<file path="src/rtl/i2c_slave_regs.sv">
// I2C target exposing a byte-addressed register port using the 24-series EEPROM
// transaction format. Pads are synchronized to clk; bus activity is decoded from detected edges.
module i2c_slave_regs #(
  parameter logic [6:0] I2C_ADDR = 7'h50,
  parameter logic [7:0] PTR_INIT = 8'h00
) (
  input  logic       clk,
  input  logic       rstn,
  input  logic       scl_in,
  input  logic       sda_in,
  output logic       sda_oe,
  output logic [7:0] reg_addr,
  output logic [7:0] wr_data,
  output logic       wr_stb,
  input  logic [7:0] rd_data,
  output logic       rd_stb,
  output logic       busy
);

  typedef enum logic [3:0] {
    IDLE, ADDR, ADDR_ACK, PTR, PTR_ACK, WR_BYTE, WR_ACK, RD_BYTE, RD_ACK, WAIT_STOP
  } state_t;

  state_t     state;
  logic [2:0] scl_q, sda_q;  // [1:0] synchronizer, [2] edge-detect delay
  logic [3:0] cnt;
  logic [7:0] shreg;
  logic       rw, nack, byte_done;
  logic       scl_rise, scl_fall, start_det, stop_det, sda_bit;

  assign sda_bit   = sda_q[1];
  assign scl_rise  = scl_q[1] & ~scl_q[2];
  assign scl_fall  = ~scl_q[1] & scl_q[2];
  assign start_det = scl_q[1] & scl_q[2] & ~sda_q[1] & sda_q[2];
  assign stop_det  = scl_q[1] & scl_q[2] & sda_q[1] & ~sda_q[2];

  always_ff @(posedge clk or negedge rstn) begin
    if (!rstn) begin
      scl_q <= '1;
      sda_q <= '1;
    end else begin
      scl_q <= {scl_q[1:0], scl_in};
      sda_q <= {sda_q[1:0], sda_in};
    end
  end

  always_ff @(posedge clk or negedge rstn) begin
    if (!rstn) begin
      state     <= IDLE;
      cnt       <= '0;
      shreg     <= '0;
      rw        <= 1'b0;
      nack      <= 1'b0;
      byte_done <= 1'b0;
      sda_oe    <= 1'b0;
      reg_addr  <= PTR_INIT;
      wr_data   <= '0;
      wr_stb    <= 1'b0;
      rd_stb    <= 1'b0;
      busy      <= 1'b0;
    end else begin
      wr_stb <= 1'b0;
      rd_stb <= 1'b0;
      if (wr_stb || rd_stb) reg_addr <= reg_addr + 8'd1;
      if (byte_done) begin
        wr_stb    <= 1'b1;
        wr_data   <= shreg;
        byte_done <= 1'b0;
      end
      if (start_det) begin
        state     <= ADDR;
        cnt       <= '0;
        sda_oe    <= 1'b0;
        busy      <= 1'b0;
        byte_done <= 1'b0;
      end else if (stop_det) begin
        state     <= IDLE;
        cnt       <= '0;
        sda_oe    <= 1'b0;
        busy      <= 1'b0;
        byte_done <= 1'b0;
      end else begin
        case (state)
          ADDR, PTR, WR_BYTE: begin
            if (scl_rise && cnt != 4'd8) begin
              shreg <= {shreg[6:0], sda_bit};
              cnt   <= cnt + 4'd1;
              if (state == WR_BYTE && cnt == 4'd7) byte_done <= 1'b1;
            end else if (scl_fall && cnt == 4'd8) begin
              cnt <= '0;
              if (state == ADDR) begin
                if (shreg[7:1] == I2C_ADDR) begin
                  state  <= ADDR_ACK;
                  sda_oe <= 1'b1;
                  rw     <= shreg[0];
                  busy   <= 1'b1;
                end else begin
                  state <= WAIT_STOP;
                end
              end else if (state == PTR) begin
                reg_addr <= shreg;
                state    <= PTR_ACK;
                sda_oe   <= 1'b1;
              end else begin
                state  <= WR_ACK;
                sda_oe <= 1'b1;
              end
            end
          end
          ADDR_ACK: begin
            if (scl_fall) begin
              sda_oe <= 1'b0;
              if (rw) begin
                state  <= RD_BYTE;
                rd_stb <= 1'b1;
              end else begin
                state <= PTR;
              end
            end
          end
          PTR_ACK, WR_ACK: begin
            if (scl_fall) begin
              sda_oe <= 1'b0;
              state  <= WR_BYTE;
            end
          end
          RD_BYTE: begin
            // rd_data is taken at the end of the rd_stb cycle, so the MSB reaches
            // the pad one clk after the fall detect, still well inside SCL low.
            if (rd_stb) begin
              shreg  <= rd_data;
              sda_oe <= ~rd_data[7];
            end else if (scl_rise) begin
              cnt <= cnt + 4'd1;
            end else if (scl_fall) begin
              if (cnt == 4'd8) begin
                sda_oe <= 1'b0;
                cnt    <= '0;
                state  <= RD_ACK;
              end else begin
                sda_oe <= ~shreg[6];
                shreg  <= {shreg[6:0], 1'b0};
              end
            end
          end
          RD_ACK: begin
            if (scl_rise) begin
              nack <= sda_bit;
            end else if (scl_fall) begin
              sda_oe <= 1'b0;
              if (nack) begin
                state <= WAIT_STOP;
              end else begin
                state  <= RD_BYTE;
                rd_stb <= 1'b1;
              end
            end
          end
          IDLE, WAIT_STOP: ;
          default: state <= IDLE;
        endcase
      end
    end
  end

endmodule

</file>
<file path="config.mk">
export PLATFORM = sky130hd
export DESIGN_NAME = i2c_slave_regs
export DESIGN_NICKNAME = d
export VERILOG_FILES = /design/src/rtl/i2c_slave_regs.sv
export SDC_FILE = /design/constraint.sdc
export NUM_CORES = 1
export LEC_CHECK = 0
export CAP_MARGIN = 10
export CORE_MARGIN = 3
export CORE_UTILIZATION = 40
export CTS_CLUSTER_DIAMETER = 30
export DETAILED_ROUTE_END_ITERATION = 6
export DONT_BUFFER_PORTS = 1
export PLACE_DENSITY = 0.5
export SYNTH_ARGS = -nofsm -noshare
export SYNTH_HDL_FRONTEND = slang
export SYNTH_SLANG_ARGS = --single-unit
</file>
<file path="constraint.sdc">
create_clock -name clk -period 3.01 [get_ports clk]
set_clock_uncertainty 0.05 [all_clocks]
set_input_delay 0.4515 -clock clk [delete_from_list [all_inputs] [get_ports clk]]
set_output_delay 0.4515 -clock clk [all_outputs]
set_load 0.01 [all_outputs]
</file>
==> results of run 1 <==
## critical path, cell delays in order, from the launching register on
cell,delay [ps]
dfrtp_1,720
and2b_1,280
a221o_1,400
a311oi_4,460
o21ai_2,100
a32o_1,270
## report_power, final
part	switching, W	internal [W]	total [W]
clock network	0.000222	0.000164	0.000386
registers	0.000203	0.000705	0.000908
logic	0.000359	0.000316	0.000676
## metal layers
metal	part of all wire, %	wire length (um)	vias to the layer above
met3	3.8	222	6
met4	1.0	61	0
met2	44	2610	35
met5	0	0	-
li1	-	-	926
met1	51	3020	904
## state kept, by name, indices dropped and copies added (netlist names), 3 cells and up
name,flops
sda_q,3
reg_addr,8
wr_data,8
scl_q,3
state,4
cnt,4
shreg,8
## area by class of cell
type	instances	area [um^2]	area share, %
multi-input cells	186	1290	47.5
clock buffers	6	72.6	2.67
well taps	75	93.8	3.45
repair buffers	8	82.6	3.04
inverters	8	30.0	1.10
flip-flops and latches	45	1130	41.7
clock inverters	2	15.0	0.552
## logic make-up after synthesis
group / after synthesis / share of synthesized area, %
mux: 19 / 8.07
compound gates: 70 / 19.8
buf+inv: 22 / 5.18
xor+xnor: 8 / 2.74
flops: 45 / 44.3
simple gates: 83 / 17.0
fa+ha+maj: 6 / 2.93
## through the flow
step           area, um^2  hold WS (ps)  instances
3_3_place_gp         2590           108        320
3_5_place_dp         2590           108        320
6_report             2720          87.6        330
4_1_cts              2720          71.8        330
2_1_floorplan        2560           106        253
5_1_grt              2720          71.9        330
## cells in the mapped netlist, types with 2 or more instances
master     number
a211oi_1        2
a21boi_0        2
a21o_1          3
a21oi_1        20
a31oi_1         8
a32o_1          2
and2b_1         2
and3_1          4
buf_2           2
buf_4           2
buf_6           4
clkbuf_1        5
dfrtp_1        39
dfstp_2         6
ha_1            6
inv_1           8
mux2_2          9
mux2i_1         9
nand2_1        16
nand3_1         8
nand3b_1        3
nand4_1         4
nor2_1         23
nor2b_1         4
nor3_1          4
nor3b_1         3
nor4b_1         4
o2111ai_1       3
o211a_1         2
o21ai_0        12
o21ai_1         2
o21ai_2         2
o22ai_1         2
xnor2_1         2
xor2_1          6
## final timing paths
kind | start | end | slack [ps] | cells after the start
setup / recovery | state[3] | state[1] | 630 | 5
hold / removal | sda_in | sda_q[0] | 90 | 0
setup reg to reg | state[3] | state[1] | 630 | 5
hold reg to reg | sda_q[0] | sda_q[1] | 310 | 0
max in group asynchronous | rstn | scl_q[2] | 2050 | 2
min in group asynchronous | rstn | shreg[1] | 600 | 2
==> flow_summary_export.csv, run 1 <==
group,metric,value,unit
setup_path,critPathArrivalTime,2530,ps
die,fp.dieW,86.0,um
die,io_pins,32,
clocking,cts_buffer_depth,2,
setup_path,worstPathRequired,3160,ps
logic_synthesis,syn_area,2560,um^2
pwr,leakage,1.19,nW
run,drv_cap,0,
logic_synthesis,netlist.area_leader.share,38.1,%
clocking,cts_root_buf,"clkbuf_8",
setup_path,critPathLaunchType,"register",
die,core,6060,um^2
sta,worst_pin_slew,591,ps
setup_path,crit_fanout,20,
die,start_util,42.2,%
layout,final_cell_mix,"39 x dfrtp_1, 23 x nor2_1, 20 x a21oi_1",
placement,gp_congestion,0.858,
clocking,post_cts_buffers,0,
clocking,cts_buffers,5,
layout,area_growth,6.31,%
die,die_y,86.0,um
clocking,ctsResizeCount,0,
outcome,outcome,"complete, no violations",
global_route,grt_max_degree,46,
sta,clock.fmax,420,MHz
clocking,cts_tree,"done",
logic_synthesis,synth_cells,253,
pwr,ir_drop,0.336,mV
setup_path,cp-end-kind,"register",
route,dr_total_vias,1871,
route,wire_per_inst,17.9,um
sta,hold_viol,0,
layout,drive_above_1_share,15.3,%
route,firstDrtPassIters,4,
placement,place_ws,639,ps
placement,dp_hpwl,4.13,mm
logic_synthesis,synth_nets,271,
clocking,ctsHoldBuffers,2,
route,drc,0,
layout,antennaDiodeCount,0,
sta,slew_viol_final,0,
logic_synthesis,yosysSeqAreaShare,44.3,%
logic_synthesis,synth_edf_count,0,
setup_path,critPathKind,"reg -> reg",
clocking,cts.sinks,45,
sta,min_period,2380,ps
logic_synthesis,async_flop_share,100,%
global_route,use_met2,25.6,%
logic_synthesis,ys_ff_latch,45,
clocking,cts_htree_levels,2,
route,wl,5.91,mm
die,num_rows,28,
global_route,use_met3,3.17,%
clocking,clk_latency,300,ps
sta,fin_crit_sh,79.2,%
route,drt_iter0_drc,110,
route,ant_nets,0,
logic_synthesis,synth_cell_types,55,
layout,postLayoutCoreUtil,44.9,%
global_route,antenna_found_initial,0,
global_route,use_met1,25.0,%
sta,rsz0062_at_grt,"no",
logic_synthesis,yosysTopAreaCell,"dfrtp_1",
sta,setup_ws,626,ps
sta,setup_viol,0,
die,dieArea,7390,um^2
logic_synthesis,syn_area_per_cell,10.1,um^2
logic_synthesis,synth_area_leaders,"dfrtp_1 38%, dfstp_2 6.2%, mux2_2 4.0%",
sta,setup_tns,0,ps
global_route,grt_usage,17.0,%
global_route,grt_first_pass_wirelength,9.86,mm
pwr,pwr_density_cell,724,nW/um^2
logic_synthesis,synthFlopType,"dfrtp_1",
global_route,grt-busiest-layer,"met2",
route,vias_per_cell,5.67,
logic_synthesis,ys_warn_count,0,
global_route,grt_pass1_vias,1891,
global_route,grt_overflow,0,
pwr,power,0.00197,W
placement,place.port_buffers,0,
layout,final_common_cell,"dfrtp_1",
sta,slew_headroom,60.6,%
layout,layout.nets,272,
hold_path,hp-class,"in -> reg",
layout,nFillCells,601,
clocking,clkTransAtPathRegs,90,ps
(Power assumes the default switching activity.)
==> run 2: changes to the inputs <==
==> constraint.sdc (replaced) <==
create_clock -name clk -period 2.25 [get_ports clk]
set_clock_uncertainty 0.05 [all_clocks]
set_input_delay 0.3375 -clock clk [delete_from_list [all_inputs] [get_ports clk]]
set_output_delay 0.3375 -clock clk [all_outputs]
set_load 0.01 [all_outputs]
==> run 2 against run 1 <==
Fmax is 11% higher. Largest cell class unchanged. Die area stayed put. First-iteration DRC count is 7.3% lower. Highest routed layer unchanged.
==> flow_summary_export.csv, run 2 (synthesis gave the netlist of run 1 again) <==
group,metric,value,unit
outcome,outcome,"complete, no violations",
route,ant_nets,0,
placement,postPlaceCellArea,2710,um^2
sta,slew_viol_final,0,
sta,fin_crit_sh,95.0,%
die,io_pins,32,
placement,place_ws,110,ps
layout,postLayoutCellArea,2880,um^2
die,num_rows,28,
layout,final_cell_mix,"39 x dfrtp_1, 23 x nor2_1, 21 x buf_4",
global_route,grt_pass1_vias,1904,
sta,slew_headroom,64.9,%
setup_path,ff2ff_setup_slack,110,ps
placement,dp_hpwl,4.21,mm
layout,area_growth,12.5,%
layout,reg.largest.list,"reg_addr x8, shreg x8, wr_data x8",
clocking,cts_root_buf,"clkbuf_8",
die,fp.dieW,86.0,um
setup_path,worstPathRequired,2430,ps
global_route,grt_max_degree,46,
route,wire_per_inst,16.8,um
clocking,cts_buffer_depth,2,
setup_path,critPathLaunchType,"register",
pwr,ir_drop,0.538,mV
die,start_util,42.2,%
sta,setup_viol,0,
clocking,cts.sinks,45,
pwr,leakage,1.29,nW
pwr,swShare,36.9,%
setup_path,crit_fanout,7,
clocking,cts_htree_levels,2,
route,firstDrtPassIters,4,
route,drc,0,
pwr,pwr_density_cell,986,nW/um^2
placement,gp_congestion,0.896,
global_route,grt_first_pass_wirelength,9.93,mm
pwr,clkPwrFrac,21.5,%
clocking,cts_buffers,5,
die,core,6060,um^2
clocking,clkTransAtPathRegs,90,ps
clocking,cts_tree,"done",
sta,min_period,2140,ps
layout,layout.nets,289,
global_route,antenna_found_initial,0,
layout,drive_above_1_share,20.2,%
die,die_y,86.0,um
setup_path,reg2reg_from,"scl_q[2]",
placement,place.port_buffers,0,
sta,whs,188,ps
layout,final_common_cell,"dfrtp_1",
setup_path,cp-end-kind,"register",
sta,setup_tns,0,ps
sta,clock.fmax,468,MHz
pwr,seq_power_share,40.7,%
sta,rsz0062_at_grt,"no",
pwr,internal_power,0.00179,W
setup_path,reg2regPathDepth,7,
route,drt_iter0_drc,102,
die,dieArea,7390,um^2
sta,hold_viol,0,
sta,worst_pin_slew,520,ps
setup_path,critPathArrivalTime,2320,ps
run,drv_cap,0,
clocking,clk_latency,300,ps
hold_path,hold_start,"rd_data[0]",
sta,setup_ws,112,ps
setup_path,r2r-end,"state[0]",
route,wl,5.81,mm
setup_path,critPathKind,"reg -> reg",
route,vias_per_cell,5.57,
pwr,p_switching,0.00105,W
hold_path,hp-class,"in -> reg",
hold_path,whs_path_depth,2,
layout,antennaDiodeCount,0,
pwr,comb_power_share,37.8,%
global_route,grt_usage,17.1,%
global_route,grt_overflow,0,
hold_path,holdPathEnd,"shreg[0]",
route,dr_total_vias,1934,
run 2: per-layer routing:
layer	global-route usage (%)	vias up	part of all wire [%]
met5	0	-	0
met4	4.75	0	1.2
met1	25.8	930	50
li1	-	959	-
met3	4.51	5	5.4
met2	23.9	40	44
run 2: how the worst max path moves through the flow:
stage                        start  cells after the start        to  slack, ps
after floorplan           scl_q[2]                      6  state[1]        160
after CTS                 scl_q[2]                      7  state[0]         90
after global placement    scl_q[2]                      7  state[0]        130
after detailed placement  scl_q[2]                      7  state[0]        110
final                     scl_q[2]                      7  state[0]        110
after global routing      scl_q[2]                      9  state[0]         20
run 2: area by class of cell:
cell class,count,area (um^2)
repair buffers,25,215
multi-input cells,186,1290
fillers,588,3180
flip-flops and latches,45,1130
clock inverters,2,38.8
inverters,8,30.0
clock buffers,6,72.6
well taps,75,93.8
run 2: stage by stage:
step / total power [W] / utilization, % / std cells
6_report: 0.00284 / 47.5 / 347
5_1_grt: 0.00306 / 47.5 / 347
4_1_cts: 0.00286 / 47.5 / 347
3_5_place_dp: 0.00221 / 44.7 / 335
3_3_place_gp: 0.00221 / 44.7 / 335
2_1_floorplan: 0.00194 / - / 253
run 2: power groups by stage:
stage	clock network [W]	logic, W	registers (W)
after CTS	0.000637	0.00107	0.00115
final	0.000610	0.00107	0.00116
after global placement	0	0.00104	0.00117
after detailed placement	0	0.00104	0.00117
after global routing	0.000672	0.00121	0.00118
after floorplan	0	0.000860	0.00108
run 2: repair_timing:
| action | 4_1_cts | 5_1_grt |
|---|---|---|
| resized for setup | 0 | 2 |
| hold buffers | 4 | 0 |
| endpoints found under the setup margin | 0 | 3 |
| buffers inserted | 0 | 0 |
| endpoints found under the hold margin | 47 | 0 |
run 2: critical path, cell delays in order, from the launching register on:
cell,delay [ps]
dfstp_2,550
ha_2,210
nand2_1,60
a211o_2,350
a311oi_4,290
buf_4,200
mux2_4,310
o21ai_2,50
==> run 3: changes to the inputs <==
--- a/config.mk
+++ b/config.mk
@@ -6,12 +6,11 @@
 export NUM_CORES = 1
 export LEC_CHECK = 0
 export CAP_MARGIN = 10
-export CORE_MARGIN = 3
-export CORE_UTILIZATION = 40
+export CORE_UTILIZATION = 45
 export CTS_CLUSTER_DIAMETER = 30
 export DETAILED_ROUTE_END_ITERATION = 6
 export DONT_BUFFER_PORTS = 1
-export PLACE_DENSITY = 0.5
+export PLACE_DENSITY = 0.56
 export SYNTH_ARGS = -nofsm -noshare
 export SYNTH_HDL_FRONTEND = slang
 export SYNTH_SLANG_ARGS = --single-unit
==> run 3 against run 2 <==
Non-clock buffer count fell by 5. Critical path depth did not move. Flip-flop and latch count did not move. Final area fell by 1.3%. Combinational power barely moved. Power rose by 0.14%. Sequential power barely moved. Utilization rose by 4.1 points. Final cell count fell by 2.3%. Critical endpoint unchanged.
==> flow_summary_export.csv, run 3 (synthesis gave the netlist of run 1 again) <==
group,metric,value,unit
outcome,outcome,"complete, no violations",
clocking,cts_tree,"done",
placement,place_ws,-27.0,ps
die,die_y,77.4,um
clocking,cts_htree_levels,2,
route,vias_per_cell,5.69,
global_route,grt_first_pass_wirelength,9.46,mm
clocking,cts_buffers,5,
pwr,leakage,1.27,nW
global_route,grt_usage,20.3,%
layout,nFillCells,515,
global_route,grt_overflow,0,
global_route,grt_pass1_vias,1879,
route,ant_nets,0,
layout,postLayoutCoreUtil,51.6,%
layout,postLayoutCellArea,2840,um^2
placement,place.port_buffers,0,
clocking,cts.sinks,45,
die,fp.dieW,77.4,um
sta,setup_ws,73.6,ps
placement,gp_congestion,0.889,
route,drc,0,
setup_path,max_stage_delay,560,ps
global_route,grt_max_degree,46,
sta,rsz0062_at_grt,"no",
sta,worst_pin_slew,470,ps
pwr,ir_drop,0.469,mV
setup_path,critPathLaunchType,"register",
setup_path,slowest_stage,"dfstp_2",
die,dieArea,5990,um^2
sta,min_period,2180,ps
sta,fin_crit_sh,96.7,%
placement,dp_hpwl,4.02,mm
layout,drive_above_1_share,18.7,%
layout,layout.nets,284,
die,num_rows,27,
sta,whs,191,ps
pwr,pwr_density_cell,1000,nW/um^2
clocking,clkTransAtPathRegs,90,ps
clocking,cts_root_buf,"clkbuf_8",
sta,clock.fmax,459,MHz
hold_path,hp-class,"in -> reg",
sta,slew_viol_final,0,
setup_path,critPathArrivalTime,2360,ps
setup_path,crit_fanout,7,
setup_path,cp-end-kind,"register",
layout,final_cell_mix,"39 x dfrtp_1, 23 x nor2_1, 20 x a21oi_1",
route,drt_iter0_drc,75,
sta,setup_viol,0,
global_route,antenna_found_initial,0,
sta,slew_headroom,68.2,%
layout,antennaDiodeCount,0,
route,wl,5.68,mm
setup_path,cp_cell_sequence,"ha_1 -> nand2_1 -> a211o_2 -> a311oi_4 -> buf_4 -> mux2_4 -> o21ai_2",
route,wire_per_inst,16.8,um
route,dr_total_vias,1929,
setup_path,path_buf_inv,1,
layout,final_common_cell,"dfrtp_1",
die,io_pins,32,
setup_path,ff2ff_setup_slack,70,ps
die,core,5510,um^2
route,firstDrtPassIters,4,
setup_path,critPathKind,"reg -> reg",
setup_path,worstPathRequired,2430,ps
die,start_util,46.5,%
clocking,clk_latency,300,ps
sta,hold_viol,0,
clocking,cts_buffer_depth,2,
layout,reg.largest.list,"reg_addr x8, shreg x8, wr_data x8",
setup_path,cp_top_family,"compound AO/OA/AOI/OAI gates",
placement,postPlaceCellArea,2660,um^2
layout,area_growth,11.0,%
run,drv_cap,0,
pwr,power,0.00284,W
==> run 3: changes by cell type in the layout (fill, tap and decap cells not counted), sizes merged <==
cell  delta
buf      -5
==> run 3: per-stage QoR <==
step | setup TNS (ps) | cells
6_report | 0 | 339
5_1_grt | 0 | 339
4_1_cts | 0 | 338
3_5_place_dp | -45.5 | 326
3_3_place_gp | 0 | 326
2_1_floorplan | 0 | 253
==> run 3: what timing repair did <==
action | CTS | global route
hold endpoints to repair | 47 | 0
pin swaps | 0 | 1
resized for setup | 1 | 0
buffers inserted | 0 | 1
endpoints found under the setup margin | 4 | 4
hold buffers | 4 | 0
==> run 3: path summary, 6_finish.rpt <==
check,from,end,depth (start not counted)
setup / recovery,scl_q[2],state[0],7
hold / removal,rd_data[0],shreg[0],2
setup reg to reg,scl_q[2],state[0],7
hold reg to reg,sda_q[0],sda_q[1],0
max in group asynchronous,rstn,scl_q[2],2
min in group asynchronous,rstn,reg_addr[4],2
==> run 3: power by group <==
group	internal (W)	leakage, nW	switching, W
registers	0.000944	0.564	0.000210
logic	0.000505	0.650	0.000559
clock network	0.000334	0.0554	0.000291
==> run 3: cell type report <==
cell class / instances / area [um^2] / share of cell area [%]
flip-flops and latches: 45 / 1130 / 39.9
clock inverters: 2 / 38.8 / 1.37
clock buffers: 6 / 72.6 / 2.56
multi-input cells: 186 / 1300 / 45.7
inverters: 8 / 30.0 / 1.06
well taps: 72 / 90.1 / 3.17
repair buffers: 20 / 178 / 6.26
==> run 3: metal layers <==
| metal | GRT usage, % | wire [um] | vias up |
|---|---|---|---|
| met5 | 0 | 0 | - |
| met1 | 30.5 | 2840 | 915 |
| met4 | 6.79 | 107 | 0 |
| li1 | - | - | 950 |
| met3 | 3.76 | 262 | 12 |
| met2 | 29.2 | 2470 | 52 |
